File: src/rtl/fifo_wr_arbiter.sv
// fifo_wr_arbiter: round-robin arbiter that shares the write port of an
// asynchronous FIFO among NREQ producers in the write-clock domain. One
// producer is granted for a burst of up to BURST words. Writes stall while
// the FIFO reports full, and a producer sees that stall as a missing ack.
module fifo_wr_arbiter #(
   parameter int WIDTH = 8,
   parameter int NREQ  = 4,
   parameter int BURST = 4
) (
   input  logic                  clk,
   input  logic                  rstn,
   input  logic [NREQ-1:0]       req,
   input  logic [NREQ*WIDTH-1:0] req_data,
   input  logic                  wfull,
   output logic [NREQ-1:0]       ack,
   output logic [NREQ-1:0]       gnt,
   output logic                  winc,
   output logic [WIDTH-1:0]      wdata,
   output logic                  busy
);

   localparam int PW = (NREQ > 1) ? $clog2(NREQ) : 1;
   localparam int CW = $clog2(BURST + 1);

   typedef enum logic {IDLE, GRANT} state_t;

   state_t          state_q, state_n;
   logic [NREQ-1:0] gnt_q, gnt_n;
   logic [PW-1:0]   gidx_q, gidx_n;
   logic [PW-1:0]   ptr_q, ptr_n;
   logic [CW-1:0]   cnt_q, cnt_n;

   logic            sel_found;
   logic [PW-1:0]   sel_idx;
   logic [PW-1:0]   sel_next;
   logic            grant_ack;
   logic [WIDTH-1:0] word_arr [NREQ];

   // Indices are formed as base+offset with base, offset < NREQ, so one
   // conditional subtraction is enough to wrap them.
   function automatic logic [PW-1:0] wrap_idx(input int v);
      int r;
      r = (v >= NREQ) ? v - NREQ : v;
      return PW'(r);
   endfunction

   for (genvar i = 0; i < NREQ; i++) begin : g_unpack
      assign word_arr[i] = req_data[i*WIDTH +: WIDTH];
   end

   // Round-robin search: walking offsets from high to low leaves the
   // closest requester at or above ptr as the final selection.
   always_comb begin
      sel_found = 1'b0;
      sel_idx   = '0;
      for (int i = NREQ - 1; i >= 0; i--) begin
         if (req[wrap_idx(int'(ptr_q) + i)]) begin
            sel_found = 1'b1;
            sel_idx   = wrap_idx(int'(ptr_q) + i);
         end
      end
      sel_next = wrap_idx(int'(sel_idx) + 1);
   end

   // A word is accepted only when the granted producer offers one and the
   // FIFO has room.
   assign grant_ack = (state_q == GRANT) && req[gidx_q] && !wfull;

   // State register: grant, pointer and burst count; reset abandons any burst.
   always_ff @(posedge clk or negedge rstn) begin
      if (!rstn) begin
         state_q <= IDLE;
         gnt_q   <= '0;
         gidx_q  <= '0;
         ptr_q   <= '0;
         cnt_q   <= '0;
      end else begin
         state_q <= state_n;
         gnt_q   <= gnt_n;
         gidx_q  <= gidx_n;
         ptr_q   <= ptr_n;
         cnt_q   <= cnt_n;
      end
   end

   // Next-state logic: grant from IDLE, release on a full burst or when the
   // producer withdraws while the FIFO is not full (a full FIFO hides it).
   always_comb begin
      state_n = state_q;
      gnt_n   = gnt_q;
      gidx_n  = gidx_q;
      ptr_n   = ptr_q;
      cnt_n   = cnt_q;
      case (state_q)
         IDLE: begin
            if (sel_found) begin
               state_n = GRANT;
               gnt_n   = {{(NREQ-1){1'b0}}, 1'b1} << sel_idx;
               gidx_n  = sel_idx;
               ptr_n   = sel_next;
               cnt_n   = '0;
            end
         end
         GRANT: begin
            if (grant_ack) begin
               cnt_n = cnt_q + 1'b1;
               if (int'(cnt_q) + 1 >= BURST) begin
                  state_n = IDLE;
                  gnt_n   = '0;
               end
            end else if (!wfull && !req[gidx_q]) begin
               state_n = IDLE;
               gnt_n   = '0;
            end
         end
         default: begin
            state_n = IDLE;
            gnt_n   = '0;
         end
      endcase
   end

   // Outputs: ack/winc/wdata follow the granted producer combinationally,
   // and the data mux reads zero whenever nobody is granted.
   always_comb begin
      ack   = '0;
      winc  = 1'b0;
      wdata = '0;
      if (state_q == GRANT) begin
         ack[gidx_q] = grant_ack;
         winc        = grant_ack;
         wdata       = word_arr[gidx_q];
      end
   end

   assign gnt  = gnt_q;
   assign busy = (state_q == GRANT);

endmodule

File: config.mk
export PLATFORM = sky130hd
export DESIGN_NAME = fifo_wr_arbiter
export DESIGN_NICKNAME = d
export VERILOG_FILES = /design/src/rtl/fifo_wr_arbiter.sv
export SDC_FILE = /design/constraint.sdc
export NUM_CORES = 1
export LEC_CHECK = 0
export BUFFER_PORTS_ARGS = -buffer_cell sky130_fd_sc_hd__buf_2
export CAP_MARGIN = 20
export CORE_MARGIN = 2
export CORE_UTILIZATION = 35
export CTS_CLUSTER_SIZE = 10
export DETAILED_ROUTE_END_ITERATION = 16
export HOLD_SLACK_MARGIN = 0.03
export PLACE_DENSITY_LB_ADDON = 0.12
export SLEW_MARGIN = 20
export SYNTH_ARGS = -nofsm -noshare
export SYNTH_HDL_FRONTEND = slang
export SYNTH_SLANG_ARGS = --single-unit
File: constraint.sdc
create_clock -name clk -period 1.6 [get_ports clk]
set_input_delay 0.32 -clock clk [delete_from_list [all_inputs] [get_ports clk]]
set_output_delay 0.32 -clock clk [all_outputs]
set_load 0.03 [all_outputs]
==> flow_summary.json <==
{
  "outcome": "complete, but fails checks",
  "failed_checks": "negative setup slack",
  "grt_pass1_wl_mm": 4.24,
  "max_cap_viol_count": 0,
  "gr-total-overflow": 0,
  "synth_xor_area_share_pct": 0,
  "switchingPower_w": 0.00137,
  "complex_gate_fraction_of_the_synthesized_area_pct": 13.2,
  "cp_arrival_ns": 1.72,
  "finalHoldViolCount": 0,
  "synthAdderAreaFrac_pct": 1.35,
  "critPathRequiredTime_ns": 1.28,
  "total_leakage_power_nw": 0.808,
  "post-route-min-period_ns": 2.04,
  "tritoncts_clock_tree": "done",
  "synthMuxAreaShare_pct": 25.2,
  "synth_largest_type_area_fraction_pct": 32.3,
  "average_cell_area_after_synthesis_um2": 10.7,
  "synthCells": 87,
  "detailed_router_s_first_iteration_violation_count": 17,
  "synth_top_cells_by_area": "dfrtp_1 (32%), mux4_2 (15%), mux4_1 (8.5%)",
  "numPlacedInstances": 183,
  "netlist.top_cell.by_area": "dfrtp_1",
  "power_frac_seq_pct": 17.8,
  "yosys_warnings": 0,
  "post_synth_edffs": 0,
  "floorplan.die.width_um": 55.5,
  "p_int_w": 0.00181,
  "worst_slew_pin_slew_ns": 0.421,
  "hold_path_class": "in -> async",
  "drc": 0,
  "final_layout_size_suffix_gt1_share_pct": 67.3,
  "power.density_cell_area_nw_per_um2": 1930,
  "place.gp.congestion": 0.782,
  "share_of_flip_flops_with_an_asynchronous_set_or_reset_pct": 100,
  "power_switching_share_pct": 43.1,
  "synth_top_family_by_area": "multiplexers",
  "finalSetupViolations": 20,
  "critPathKind": "reg -> out",
  "start_util_pct": 37.2,
  "syn_nets": 127,
  "antennaDiodeCount": 0,
  "synth_sequential_area_ratio_pct": 32.3,
  "antenna_violating_nets_post_route": 0,
  "placedInstanceArea_um2": 1400,
  "reg2regPathDepth": 5,
  "vias_in_the_first_global_route": 1001,
  "maximum_number_of_pins_on_one_net_before_global_route_repair": 14,
  "mappedNetlistArea_um2": 930,
  "regToRegEndpoint": "gnt[2]$_DFFE_PN0P_",
  "clk_latency_worst_skew_pair_ns": 0.27,
  "hold_ws_ns": 0.451,
  "cts.root.buffer_cell": "clkbuf_4",
  "power.ir.vdd_worst_uv": 1170,
  "finClkSkew_ns": 0.00325,
  "final_area_um2": 1640,
  "clockPowerShare_pct": 7.4,
  "io_buffer_count": 56,
  "vias_per_cell": 5.07,
  "finalNetCount": 206,
  "pre_cts_slack_ns": -0.215,
  "cp-startpoint": "gidx_q[0]$_DFFE_PN0P_",
  "routed_wire_length_per_instance_um": 12.8,
  "route.final.wire_length_mm": 2.50,
  "synth-seq-cells": 12,
  "cts_htree_levels": 1,
  "cts_buffer_depth": 2,
  "fin_crit_sh_pct": 127,
  "worst_setup_end_kind": "primary output",
  "worst_setup_hold_path_clk_slew_ns": 0.07,
  "dominantRegCellSynth": "dfrtp_1",
  "row_count": 18,
  "fp.dieArea_um2": 3080,
  "top_level_ports": 57,
  "timing.max_slew.rel_slack_pct": 71.8,
  "design.core.area_um2": 2500,
  "global_route.usage.total_pct": 16.8,
  "synthDistinctLibCells": 33,
  "worstPathMaxFanout": 4,
  "power.combinational.fraction_pct": 74.8,
  "drt_first_pass_iters": 2,
  "syn2layout_area_growth_pct": 76.9,
  "final-max-slew-violation-count": 0,
  "cts_sinks": 12,
  "chip_height_um": 55.5,
  "finalPower_w": 0.00318,
  "post_synth_and_or_nand_nor_area_fraction_pct": 23.8,
  "grt_setup_unrepaired": "yes",
  "critical_path.reg2reg.startpoint": "gidx_q[0]$_DFFE_PN0P_",
  "cts_buffers": 3,
  "stdcell_count": 195,
  "max_freq_ghz": 0.490,
  "finalWorstSetupSlack_ns": -0.439,
  "reg2reg_slack_ns": -0.19,
  "post_dp_hpwl_mm": 1.91,
  "setup.worst_path.start_class": "flop",
  "antenna_violations_before_repair": 0,
  "number_of_vias_in_the_routed_layout": 988
}
-- layer usage --
metal  routed length [um]  vias up  GRT usage (%)
met5                    0        -              0
met4                   16        0           6.27
met3                  180        2           3.75
met2                 1300       38           30.8
met1                  999      466           18.7
li1                     -      482              -
-- synthesized netlist by cell type (2+ instances only) --
master	number
a21oi_1	2
and2_1	9
clkbuf_1	3
dfrtp_1	12
inv_1	3
mux2i_1	2
mux4_1	3
mux4_2	6
nand2_1	9
nand2b_1	3
nand3_1	3
nor2_1	4
nor3b_1	3
o21ai_0	4
o2bb2ai_1	2
or2_1	2
-- how the worst max path moves through the flow --
stage,slack [ns],depth (start not counted),to
2_1_floorplan,-0.18,4,ack[0]
3_3_place_gp,-0.20,4,wdata[2]
3_5_place_dp,-0.22,4,wdata[7]
4_1_cts,-0.46,5,ack[2]
5_1_grt,-0.51,5,ack[1]
6_report,-0.44,5,ack[3]
-- layout make-up --
class / count / area (um2)
Timing Repair Buffer: 79 / 572
Sequential cell: 12 / 302
Tap cell: 30 / 37.5
Fill cell: 202 / 856
Inverter: 3 / 16.3
Clock buffer: 4 / 36.3
Multi-Input combinational cell: 67 / 681
-- power groups by stage --
stage          Clock, W  Sequential, W  Combinational [W]
2_1_floorplan         0       0.000651            0.00127
3_3_place_gp          0       0.000551            0.00186
3_5_place_dp          0       0.000555            0.00188
4_1_cts        0.000247       0.000551            0.00228
5_1_grt        0.000263       0.000589            0.00253
6_report       0.000235       0.000566            0.00238
-- placed cells by master (no fill, tap or decap), drive strengths merged, types with 4 or more instances in the layout --
master / netlist / routed
and2: 9 / 9
buf: 2 / 78
clkbuf: 3 / 4
dfrtp: 12 / 12
mux4: 9 / 9
nand2: 9 / 9
nor2: 5 / 5
o21ai: 4 / 4
-- registers in the layout (all words and copies together), names as in the netlist --
name,count
cnt_q,3
busy,1
ptr_q,2
gnt,4
gidx_q,2
-- repair_timing --
item | CTS | global route
endpoints found under the hold margin | 12 | 0
cloned | 0 | 1
pin swaps | 3 | 6
setup buffers | 5 | 2
endpoints found under the setup margin | 19 | 21
resized for setup | 38 | 16
hold buffers | 1 | 0
-- metrics by stage --
step	util, %	setup TNS (ns)
after floorplan	-	-1.14
after global placement	55.9	-2.73
after detailed placement	55.9	-2.86
after CTS	63.9	-6.71
after global routing	65.8	-7.14
final	65.8	-5.80
-- logic make-up (layout without fill, tap and decap cells) --
kind of cell | after synthesis | after routing
AO/OA/AOI/OAI | 15 | 15
AND/OR/NAND/NOR | 40 | 40
multiplexers | 11 | 11
adder cells (fa/ha/maj) | 1 | 1
buffers and inverters | 8 | 86
flip-flops | 12 | 12
-- worst max-delay path, cell delays in order, from the launching register on --
cell and delay, ns:
dfrtp_2 0.39, mux4_2 0.56, nand3b_4 0.16, clkinv_4 0.06, and3_4 0.14, buf_6 0.13
Power figures use the tool's default switching activity.
